--- src/rtl/arith_pkg.sv ---
// arith_pkg: shared encodings for the arithmetic sequencer.
//   - sel operation codes (OP_ADD, OP_SUB, OP_MUL, OP_DIV)
//   - sequencer state encoding (IDLE, CALC, DONE)
//   - iteration count for the multi-cycle multiply/divide
package arith_pkg;

   localparam logic [1:0] OP_ADD = 2'b00;
   localparam logic [1:0] OP_SUB = 2'b01;
   localparam logic [1:0] OP_MUL = 2'b10;
   localparam logic [1:0] OP_DIV = 2'b11;

   localparam int unsigned ITERATIONS = 32'd4;
   // Counter value seen during the final iteration.
   localparam logic [1:0]  LAST_ITER  = 2'(ITERATIONS - 32'd1);

   typedef enum logic [1:0] {
      IDLE = 2'b00,
      CALC = 2'b01,
      DONE = 2'b10
   } state_t;

endpackage : arith_pkg

--- src/rtl/arith_iter_step.sv ---
// arith_iter_step: one combinational iteration of either
//   - shift-add multiply: acc = {partial_hi[3:0], multiplier_remaining[3:0]},
//     multiplier consumed LSB first, product shifts in from the top;
//   - restoring divide:   acc = {remainder[3:0], dividend/quotient[3:0]},
//     dividend consumed MSB first, quotient bits shift in at the bottom.
// Ports:
//   div_mode  in  1  1 = restoring-divide step, 0 = shift-add step
//   acc       in  8  current accumulator
//   operand   in  4  multiplicand (multiply) or divisor (divide)
//   acc_next  out 8  accumulator after this iteration
module arith_iter_step
   import arith_pkg::*;
(
   input  logic       div_mode,
   input  logic [7:0] acc,
   input  logic [3:0] operand,
   output logic [7:0] acc_next
);

   logic [4:0] hi_sum_s;
   logic [4:0] shl_s;
   logic [3:0] diff_s;

   // Single iteration of the selected algorithm.
   always_comb begin
      hi_sum_s = {1'b0, acc[7:4]};
      shl_s    = {acc[7:4], acc[3]};
      // Only the low nibble is kept: when the subtraction is taken the
      // true difference is below the divisor, so it always fits.
      diff_s   = shl_s[3:0] - operand;
      acc_next = acc;
      if (div_mode) begin
         if (shl_s >= {1'b0, operand}) begin
            acc_next = {diff_s, acc[2:0], 1'b1};
         end else begin
            acc_next = {shl_s[3:0], acc[2:0], 1'b0};
         end
      end else begin
         if (acc[0]) begin
            hi_sum_s = {1'b0, acc[7:4]} + {1'b0, operand};
         end else begin
            hi_sum_s = {1'b0, acc[7:4]};
         end
         // Carry out of the add becomes the new top bit as everything shifts right.
         acc_next = {hi_sum_s, acc[3:1]};
      end
   end

endmodule : arith_iter_step

--- src/rtl/arith_sequencer.sv ---
// arith_sequencer: 4-bit add/subtract/multiply/divide sequencer.
// Add and subtract finish in one CALC cycle; multiply and divide run four
// iterations of arith_iter_step and publish on the following edge.
// Ports:
//   clk          in  1  rising-edge clock
//   rst_n        in  1  synchronous active-low reset
//   x, y         in  4  operands (y is the divisor), latched on start acceptance
//   sel          in  2  operation select, latched on start acceptance
//   start        in  1  begin an operation (honoured only in IDLE)
//   out          out 8  registered result, held until the next result edge
//   busy         out 1  high whenever the sequencer is not IDLE
//   done         out 1  high for the single DONE cycle
//   div_by_zero  out 1  flag for the most recent completed operation
module arith_sequencer
   import arith_pkg::*;
(
   input  logic       clk,
   input  logic       rst_n,
   input  logic [3:0] x,
   input  logic [3:0] y,
   input  logic [1:0] sel,
   input  logic       start,
   output logic [7:0] out,
   output logic       busy,
   output logic       done,
   output logic       div_by_zero
);

   state_t     state_r, state_s;
   logic [3:0] x_r, x_s;
   logic [3:0] y_r, y_s;
   logic [1:0] op_r, op_s;
   logic [7:0] acc_r, acc_s;
   logic [1:0] cnt_r, cnt_s;
   logic       fin_r, fin_s;
   logic [7:0] out_r, out_s;
   logic       dbz_r, dbz_s;
   logic       busy_r, done_r;
   logic       div_mode_s;
   logic [3:0] step_operand_s;
   logic [7:0] step_acc_s;

   assign div_mode_s     = (op_r == OP_DIV);
   assign step_operand_s = div_mode_s ? y_r : x_r;

   arith_iter_step u_step (
      .div_mode (div_mode_s),
      .acc      (acc_r),
      .operand  (step_operand_s),
      .acc_next (step_acc_s)
   );

   // Next-state and next-output logic.
   always_comb begin
      state_s = state_r;
      x_s     = x_r;
      y_s     = y_r;
      op_s    = op_r;
      acc_s   = acc_r;
      cnt_s   = cnt_r;
      fin_s   = fin_r;
      out_s   = out_r;
      dbz_s   = dbz_r;
      case (state_r)
         IDLE: begin
            if (start) begin
               state_s = CALC;
               x_s     = x;
               y_s     = y;
               op_s    = sel;
               cnt_s   = 2'd0;
               fin_s   = 1'b0;
               // Multiply consumes the multiplier from the low nibble;
               // divide consumes the dividend from the low nibble.
               if (sel == OP_MUL) begin
                  acc_s = {4'h0, y};
               end else begin
                  acc_s = {4'h0, x};
               end
            end else begin
               state_s = IDLE;
            end
         end
         CALC: begin
            case (op_r)
               OP_ADD: begin
                  out_s   = {4'h0, x_r} + {4'h0, y_r};
                  dbz_s   = 1'b0;
                  state_s = DONE;
               end
               OP_SUB: begin
                  out_s   = {4'h0, x_r} - {4'h0, y_r};
                  dbz_s   = 1'b0;
                  state_s = DONE;
               end
               OP_MUL, OP_DIV: begin
                  if ((op_r == OP_DIV) && (y_r == 4'h0)) begin
                     out_s   = 8'hFF;
                     dbz_s   = 1'b1;
                     state_s = DONE;
                  end else if (fin_r) begin
                     // Publish one edge after the fourth iteration.
                     out_s   = acc_r;
                     dbz_s   = 1'b0;
                     state_s = DONE;
                  end else begin
                     acc_s = step_acc_s;
                     cnt_s = cnt_r + 2'd1;
                     if (cnt_r == LAST_ITER) begin
                        fin_s = 1'b1;
                     end else begin
                        fin_s = 1'b0;
                     end
                  end
               end
               default: begin
                  state_s = IDLE;
               end
            endcase
         end
         DONE: begin
            state_s = IDLE;
         end
         default: begin
            state_s = IDLE;
         end
      endcase
   end

   // State and output registers with synchronous active-low reset.
   always_ff @(posedge clk) begin
      if (!rst_n) begin
         state_r <= IDLE;
         x_r     <= 4'h0;
         y_r     <= 4'h0;
         op_r    <= OP_ADD;
         acc_r   <= 8'h00;
         cnt_r   <= 2'd0;
         fin_r   <= 1'b0;
         out_r   <= 8'h00;
         dbz_r   <= 1'b0;
         busy_r  <= 1'b0;
         done_r  <= 1'b0;
      end else begin
         state_r <= state_s;
         x_r     <= x_s;
         y_r     <= y_s;
         op_r    <= op_s;
         acc_r   <= acc_s;
         cnt_r   <= cnt_s;
         fin_r   <= fin_s;
         out_r   <= out_s;
         dbz_r   <= dbz_s;
         // Flag registers track the state being entered so they match it exactly.
         busy_r  <= (state_s != IDLE);
         done_r  <= (state_s == DONE);
      end
   end

   assign out         = out_r;
   assign busy        = busy_r;
   assign done        = done_r;
   assign div_by_zero = dbz_r;

endmodule : arith_sequencer

--- config.mk ---
export PLATFORM = sky130hd
export DESIGN_NAME = arith_sequencer
export DESIGN_NICKNAME = d
export VERILOG_FILES = /design/src/rtl/arith_pkg.sv /design/src/rtl/arith_iter_step.sv /design/src/rtl/arith_sequencer.sv
export SDC_FILE = /design/constraint.sdc
export NUM_CORES = 1
export LEC_CHECK = 0
export ABC_AREA = 0
export CAP_MARGIN = 20
export CORE_UTILIZATION = 40
export CTS_CLUSTER_DIAMETER = 30
export DETAILED_ROUTE_END_ITERATION = 10
export PLACE_DENSITY = 0.66
export SLEW_MARGIN = 5
export SYNTH_ARGS = -nofsm -noshare
export SYNTH_HDL_FRONTEND = slang
export SYNTH_SLANG_ARGS = --single-unit
--- constraint.sdc ---
create_clock -name clk -period 3.5 [get_ports clk]
set_input_delay 0.35 -clock clk [delete_from_list [all_inputs] [get_ports clk]]
set_output_delay 0.35 -clock clk [all_outputs]
set_load 0.02 [all_outputs]
======== Word-level counts from Yosys, hierarchy flattened ========
Index checks and enable logic that the tools add are counted.
word-level totals
  flip-flop bits (word level) ............. 34
  input port bits ......................... 13
  logic and storage cells ................. 73
cells by class
  add/subtract/negate cells ............... 5
  order comparisons ....................... 1
  equality and inequality tests ........... 12
  multiplexer cells ....................... 32
  reductions and logical operators ........ 12
operators by type and width
  cell                                            count
  2-to-1 mux 8 bit                                8
  one-hot mux 8 bit (3 select lines)              1
  one-hot mux 8 bit (2 select lines)              1
  2-to-1 mux 2 bit                                6
  one-hot mux 2 bit (2 select lines)              3
  adder 4 x 4 -> 5 bit                            2
  == test 2 bit (second input constant)           5
  2-to-1 mux 1 bit                                8
  2-to-1 mux 4 bit                                2
  != test 2 bit (second input constant)           4
  greater-or-equal comparator 5 x 4 -> 1 bit      1
  2-to-1 mux 5 bit                                1
  AND reduction 5 bit                             1
  subtractor 4 x 4 -> 5 bit                       1
  == test 2 x 1 -> 1 bit (second input constant)  2
  zero test 2 bit                                 2
  zero test 4 bit                                 1
  one-hot mux 1 bit (2 select lines)              2
  AND reduction 2 bit                             2
  AND reduction 4 bit                             1
  nonzero test 2 bit                              2
  OR reduction 2 bit                              2
  subtractor 4 bit                                1
  != test 3 bit (second input constant)           1
  other kinds (2)                                 2

======== Logic depth before layout (Yosys ltp) ========
Gate-level depths: netlist of the first run.
  depth after elaboration ................. 9
  gate-level depth with buffers ........... 11

======== Modules after synthesis ========
Synthesis of the first run repeated with hierarchy kept, for this count alone.
unflattened totals
  cell total of the unflattened synthesis .. 296
  area total of the unflattened synthesis .. 2404.8 sq um
by module, submodules not included
  module           times used  cells an instance  area an instance (sq um)  sequential area each (sq um)
  arith_sequencer  1           220                1854.3                    680.7
  arith_iter_step  1           76                 550.5                     0.0

======== Worst setup path after synthesis of the first run ========
No wires, ideal clock.
  path kind ............................... reg2reg
  start ................................... register op_r[1]
  end ..................................... register acc_r[4]
  setup time .............................. 0.079 ns
  arrival ................................. 2.526 ns
  required time ........................... 3.421 ns
  path slack .............................. 0.895 ns
  cell stages (with the launch flop) ...... 12
  buffers on the path ..................... 1
  period minus slack after synthesis ...... 2.605 ns
  cells stage by stage .................... dfxtp_1 -> and2_1 -> clkbuf_1 -> nand2_1 -> o21ai_0 -> inv_1 -> ha_1 -> or4_1 -> a21oi_2 -> a21oi_2 -> mux2_1 -> o211ai_1
between the ends
  longest elaborated chain between the ends .. 9
RTL lines
  what                                                  RTL line                                                             RTL
  start, declared                                       arith_sequencer.sv:32                                                logic [1:0] op_r, op_s;
  start signal, assigned                                arith_sequencer.sv:148                                               op_r <= op_s;
  == test 2 bit                                         arith_sequencer.sv:43, arith_sequencer.sv:85, arith_sequencer.sv:97
  2-to-1 mux 4 bit                                      arith_sequencer.sv:44                                                assign step_operand_s = div_mode_s ? y_r : x_r;
  adder 4 x 4 -> 5 bit, or another cell as far along    arith_iter_step.sv:40                                                hi_sum_s = {1'b0, acc[7:4]} + {1'b0, operand};
  2-to-1 mux 5 bit or 2-to-1 mux 8 bit (tied branches)  arith_iter_step.sv:39, arith_iter_step.sv:33
  2-to-1 mux 8 bit                                      arith_iter_step.sv:32                                                if (div_mode) begin
  2-to-1 mux 8 bit                                      arith_sequencer.sv:101                                               end else if (fin_r) begin
  2-to-1 mux 8 bit                                      arith_sequencer.sv:97                                                if ((op_r == OP_DIV) && (y_r == 4'h0)) begin
  2-to-1 mux 8 bit                                      arith_sequencer.sv:85                                                case (op_r)
  one-hot mux 8 bit (2 select lines)                    arith_sequencer.sv:64                                                case (state_r)
  end signal, assigned                                  arith_sequencer.sv:149                                               acc_r <= acc_s;
  end, declared                                         arith_sequencer.sv:33                                                logic [7:0] acc_r, acc_s;
Several ways; a longest one is shown, not always the timed one. The select of a mux whose other input is x is not followed.
A chain may end at the register's enable or synchronous reset.

======== Worst setup path in the final report of the first run ========
  start ................................... register op_r[0]
  end ..................................... register acc_r[4]
The elaborated chain is that of the path after synthesis.

==> results of run 1 <==
power by group through the flow:
stage          Sequential [mW]  Clock (mW)  Combinational (mW)
4_1_cts                  0.434       0.378               0.231
2_1_floorplan            0.445           0               0.149
3_5_place_dp             0.443           0               0.229
3_3_place_gp             0.442           0               0.227
6_report                 0.435       0.372               0.230
5_1_grt                  0.438       0.397               0.257
state kept, by name, indices dropped and copies added (netlist names), 2 cells and up:
signal	count
acc_r	8
cnt_r	2
op_r	2
out	8
state_r	2
x_r	4
y_r	4
cell usage after synthesis, types with 3 or more instances:
| cell type | count | area share, % |
|---|---|---|
| clkbuf_1 | 9 | 1.5 |
| ha_1 | 17 | 9.8 |
| mux2i_1 | 5 | 2.3 |
| nor2b_1 | 4 | 1.1 |
| nand2b_1 | 5 | 1.4 |
| nor2_1 | 17 | 2.9 |
| fa_1 | 4 | 3.7 |
| dfxtp_1 | 34 | 31 |
| or4_1 | 3 | 1.0 |
| xnor2_1 | 4 | 1.6 |
| inv_1 | 20 | 3.4 |
| nand2_1 | 45 | 7.7 |
| o2111ai_1 | 3 | 1.2 |
| o221ai_1 | 3 | 1.2 |
| nand3_1 | 5 | 1.1 |
| a21oi_1 | 28 | 6.4 |
| mux2_2 | 4 | 2.1 |
| o21ai_0 | 20 | 4.6 |
| nor3_1 | 4 | 0.92 |
cell type report:
type                       instances  area share [%]
multi-input combinational        208           53.00
sequential                        34           26.14
timing repair buffer              28           10.28
tap                               70           3.364
clock buffer                       6           3.172
inverter                          20           2.883
clock inverter                     1           1.153
worst max-delay path by stage:
stage	startpoint	endpoint	slack, ns	cells after the start
floorplan	op_r[1]	acc_r[4]	0.89	11
global route	op_r[0]	acc_r[6]	0.50	10
global placement	op_r[0]	acc_r[4]	0.79	10
finish	op_r[0]	acc_r[4]	0.66	10
CTS	op_r[0]	acc_r[4]	0.70	10
detailed placement	op_r[0]	acc_r[4]	0.77	10
metal layers:
layer / wire length [µm] / vias up
li1: - / 1019
met1: 2695 / 974
met2: 2560 / 50
met3: 230 / 8
met4: 76 / 0
met5: 0 / -
stage by stage:
step                      total power, mW  util, %  instances
after floorplan                    0.5944        -        273
after global placement             0.6693    48.16        360
after detailed placement           0.6718    48.16        360
after CTS                           1.043    50.34        367
after global routing                1.092    50.34        367
final                               1.037    50.34        367
tightest hold or removal path: stages (launching register included):
cell and delay, ns:
dfxtp_1 0.31, nand2_1 0.05, a21oi_1 0.05
cell families (layout without fill, tap and decap cells):
kind of cell | after synthesis | after routing | share of synthesized area, %
XOR/XNOR | 4 | 4 | 1.606
buffers and inverters | 31 | 55 | 5.508
multiplexers | 10 | 10 | 4.877
flip-flops | 34 | 34 | 31.21
AND/OR/NAND/NOR | 92 | 92 | 19.33
adder cells (fa/ha/maj) | 21 | 21 | 13.43
AO/OA/AOI/OAI | 81 | 81 | 24.04
==> metrics.md, run 1 <==
| Metric | Value |
|---|---|
| Status | complete, no violations |
| Design area | 2604 µm² |
| Gate power share | 22.2% |
| Cts repair resizes | 0 |
| Worst slew pin tran | 0.7352 ns |
| # fillers | 501 |
| GR Util met3 | 4.101% |
| Met1 Resource Use GR | 30.02% |
| Max cap viols | 0 |
| Clock sink count | 34 |
| Worst path slowest cell | or4_1 |
| Sequential cell area | 680.7 µm² |
| Post-Syn Instances | 273 |
| Clock group share of total power | 35.9% |
| Net Count, Synth | 307 |
| CTS tree | done |
| Peak supply drop | 243.4 µV |
| Sequential fraction of design power | 41.9% |
| Setup TNS | 0 ns |
| Die footprint | 5752 µm² |
| Layout cells sized above 1 | 8.754% |
| Vias per inst | 5.589 |
| Hold buffer count at CTS | 0 |
| Relative slew slack | 50.89% |
| Die width | 75.84 µm |
| Antenna cells | 0 |
| RD Place Congestion | 0.9951 |
| Place WS | 0.7716 ns |
| Leak Pwr | 0.9710 nW |
| Clk_skew | 0.008174 ns |
| Synth unique cells | 50 |
| GRT Util Overall | 22.18% |
| Most used routing layer | met2 |
| Htree depth | 2 |
| Post-synth EDFFs | 0 |
| Number of nets still failing antenna checks after routing | 0 |
| Largest net degree at the start of global routing | 25 |
| Most common cell on crit path | a21oi_2 |
| GRT overflow | 0 |
| RSZ-0062 raised after global routing | false |
| Final WL | 5562 µm |
| Wirelength per Cell | 15.16 µm |
| Cts bufs inserted | 5 |
| Psw | 0.2973 mW |
| Top Ports | 24 |
| Final Hold Fails | 0 |
| I/O Buffers | 23 |
| Core area | 5172 µm² |
| Placed cell area | 2491 µm² |
| Via count | 2051 |
| Synth warn | 0 |
| Clock transition at path regs | 0.07 ns |
| Critical path capture point type | flip-flop |
| Min-delay src | out[0] |
| DR pass1 iterations | 4 |
| Worst Hold End | out[0] |
| Pint | 0.7401 mW |
| # setup viols final | 0 |
| HPWL Detailed | 4204 µm |
| WS Path Type | flip-flop to flip-flop |
| Crit share post-route | 81.07% |
| Ys flop type | dfxtp_1 |
| Fmax achieved | 0.3524 GHz |
| Min-delay worst type | flip-flop to flip-flop |
| Initial antenna violation count | 0 |
| Min Tclk post-route | 2.837 ns |
| Critical path peak fanout | 12 |
| Most common cell after layout, fill and taps aside | nand2_1 |
| FP Rows | 26 |
| Post-Syn Area | 2181 µm² |
| Worst EP required | 3.71 ns |
| Number of global-route vias before repair | 1901 |
| Final WS setup | 0.6626 ns |
| Crit path DAT | 3.05 ns |
| M2 GR Usage | 35.69% |
| PD cells | 398.4 nW/µm² |
| Switching Fraction | 28.66% |
| Area growth from synthesis to layout | 19.39% |
| First-pass GRT wire length | 9356 µm |
| Commonest non-fill, non-tap cells in the layout | 45 x nand2_1, 34 x dfxtp_1, 28 x a21oi_1, 23 x clkdlybuf4s50_1 |
| DRC | 0 |
| Post-synthesis async set-or-reset flop share | 0% |
| CTS root buffer | clkbuf_8 |
| Drt initial violations | 130 |
| Slew Viols, Final | 0 |
| Initial Util | 42.16% |
| Crit path max-delay family | simple AND/OR/NAND/NOR gates |
| Multi-input logic area | 1380 µm² |
| Avg Cell Area, Syn | 7.988 µm² |
| Worst hold margin | 0.4573 ns |
| Critical Path Start Type | flip-flop |
| Setup Fix Bufs, Post-CTS | 0 |
| Die height | 75.84 µm |
| Max incr delay on CP | 0.48 ns |
| CP Buf/Inv Count | 1 |
| Yosys reg bits | 34 |
| Longest Clk Path Bufs | 2 |
| R2r setup slk | 0.66 ns |
| Hold depth | 2 |
| Final nets | 331 |
| Crit Reg-Reg Endpoint | acc_r[4] |
| Skew-Pair Late Insertion Delay | 0.29 ns |
| R2R depth | 10 |
| Sequential area share after synthesis | 31.21% |
| Crit path cell chain | and2_1 -> nand2_1 -> o21ai_0 -> inv_1 -> ha_1 -> or4_1 -> a21oi_2 -> a21oi_2 -> mux2_1 -> o211ai_1 |
| RR Startpoint | op_r[0] |
(Power assumes the default switching activity.)
==> run 2, diff against run 1 <==
--- a/config.mk
+++ b/config.mk
@@ -10,7 +10,7 @@
 export CORE_UTILIZATION = 40
 export CTS_CLUSTER_DIAMETER = 30
 export DETAILED_ROUTE_END_ITERATION = 10
-export PLACE_DENSITY = 0.66
+export PLACE_DENSITY = 0.68
 export SLEW_MARGIN = 5
 export SYNTH_ARGS = -nofsm -noshare
 export SYNTH_HDL_FRONTEND = slang
==> constraint.sdc (replaced) <==
create_clock -name clk -period 2.4 [get_ports clk]
set_input_delay 0.24 -clock clk [delete_from_list [all_inputs] [get_ports clk]]
set_output_delay 0.24 -clock clk [all_outputs]
set_load 0.02 [all_outputs]
==> run 2 against run 1 <==
  * Setup slack lost 0.54 ns
  * Critical path depth is the same
  * Non-clock buffer count up 12
  * Sequential power increased by 45%
  * Die area is the same
  * First-iteration DRC count up 4.6%
  * Power up 39%
  * Maximum frequency rose by 24%
  * Clock skew fell by 0.0015 ns
  * Clock power up 22%
  * Sequential share of layout area decreased by 0.69 points
  * Critical endpoint unchanged
  * Highest routed layer unchanged
==> metrics.md, run 2 (synthesized netlist as in run 1, its figures left out) <==
| Metric | Value |
|---|---|
| Status | complete, no violations |
| GR Util met3 | 4.101% |
| Peak supply drop | 441.1 µV |
| DRC | 0 |
| Final nets | 343 |
| CTS root buffer | clkbuf_8 |
| Critical Path Start Type | flip-flop |
| Place WS | -0.03592 ns |
| Met1 Resource Use GR | 28.87% |
| Via count | 2092 |
| RD Place Congestion | 0.8764 |
| # setup viols final | 0 |
| Antenna cells | 0 |
| Clock sink count | 34 |
| Crit path DAT | 2.50 ns |
| RR Startpoint | op_r[0] |
| Worst hold margin | 0.4584 ns |
| Die height | 75.84 µm |
| Critical Path Source | op_r[0] |
| Largest net degree at the start of global routing | 20 |
| Min Tclk post-route | 2.282 ns |
| Clk_skew | 0.006692 ns |
| First-pass GRT wire length | 9418 µm |
| Longest Clk Path Bufs | 2 |
| FP Rows | 26 |
| Relative slew slack | 58.00% |
| Die width | 75.84 µm |
| Number of global-route vias before repair | 1974 |
| Top Ports | 24 |
| R2R depth | 10 |
| Drt initial violations | 136 |
| Most common cell after layout, fill and taps aside | nand2_1 |
| Final WS setup | 0.1177 ns |
| Initial Util | 42.16% |
| GRT Util Overall | 21.83% |
| HPWL Detailed | 4417 µm |
| Number of nets still failing antenna checks after routing | 0 |
| Final WL | 5589 µm |
| Worst slew pin tran | 0.6258 ns |
| Commonest non-fill, non-tap cells in the layout | 44 x nand2_1, 32 x dfxtp_1, 28 x a21oi_1, 23 x clkdlybuf4s50_1, 20 x inv_1 |
| Crit share post-route | 95.09% |
| Initial antenna violation count | 0 |
| Critical path capture point type | flip-flop |
| Most used routing layer | met2 |
| Design area | 2694 µm² |
| R2r setup slk | 0.12 ns |
| Area growth from synthesis to layout | 23.52% |
| Core area | 5172 µm² |
| M2 GR Usage | 36.48% |
| Critical path peak fanout | 7 |
| Post-Layout Cell Count | 380 |
| CTS tree | done |
| Min-delay worst type | flip-flop to flip-flop |
| CP Capture Point | acc_r[4] |
| Fmax achieved | 0.4382 GHz |
| Clock transition at path regs | 0.08 ns |
| Setup TNS | 0 ns |
| Cts bufs inserted | 5 |
| Placed cell area | 2580 µm² |
| Leak Pwr | 1.031 nW |
| PD cells | 536.6 nW/µm² |
| Layout cells sized above 1 | 14.52% |
| Vias per inst | 5.505 |
| Final Hold Fails | 0 |
| WS Path Type | flip-flop to flip-flop |
| Die footprint | 5752 µm² |
| Htree depth | 2 |
| Worst EP required | 2.62 ns |
| DR pass1 iterations | 4 |
| # fillers | 483 |
| RSZ-0062 raised after global routing | false |
| Skew-Pair Late Insertion Delay | 0.29 ns |
| Cell Count Post-Placement | 371 |
| I/O Buffers | 23 |
| Max cap viols | 0 |
| Wirelength per Cell | 14.71 µm |
| Crit Reg-Reg Endpoint | acc_r[4] |
| GRT overflow | 0 |
| Slew Viols, Final | 0 |
run 2: worst min path at each step:
stage                       from  slack [ns]      end  cells after the start
after floorplan           sel[0]        0.37  op_r[0]                      2
after global placement    out[0]        0.44   out[0]                      2
after detailed placement  out[0]        0.45   out[0]                      2
after CTS                 out[2]        0.46   out[2]                      2
after global routing      out[2]        0.47   out[2]                      2
final                     out[2]        0.46   out[2]                      2
run 2: power breakdown:
part	internal, mW	switching (mW)
Clock	0.231	0.223
Sequential	0.598	0.0332
Combinational	0.163	0.197
run 2: repair_timing:
item / CTS / global route
endpoints found under the setup margin: 3 / 4
hold buffers: 0 / 0
buffers inserted: 0 / 1
pin swaps: 0 / 1
gates resized for setup: 1 / 4
cloned: 0 / 0
run 2: area by class of cell:
cell class                 instances  area, µm²  area share, %
multi-input combinational        208       1393          51.70
sequential                        34      685.7          25.45
timing repair buffer              40      357.8          13.28
tap                               70      87.58          3.251
clock buffer                       6      82.58          3.065
inverter                          20      75.07          2.787
clock inverter                     2      12.51         0.4645
run 2: worst max-delay path, stage by stage (launching register included):
cell and delay, ns:
dfxtp_4 0.39, and2_4 0.18, nand2_1 0.06, o21ai_2 0.09, inv_1 0.10, ha_1 0.20
or4_1 0.49, a21oi_2 0.16, a21oi_2 0.08, mux2_1 0.33, o211ai_1 0.15
run 2: layer usage:
layer | vias up | part of all wire [%]
li1 | 1039 | -
met1 | 967 | 46
met2 | 82 | 47
met3 | 4 | 6.0
met4 | 0 | 0.54
met5 | - | 0
run 2: stage by stage:
step                power (mW)  util (%)
floorplan               0.8688         -
detailed placement       1.000     49.88
CTS                      1.458     51.74
global route             1.525     52.08
finish                   1.446     52.08
global placement        0.9922     49.88
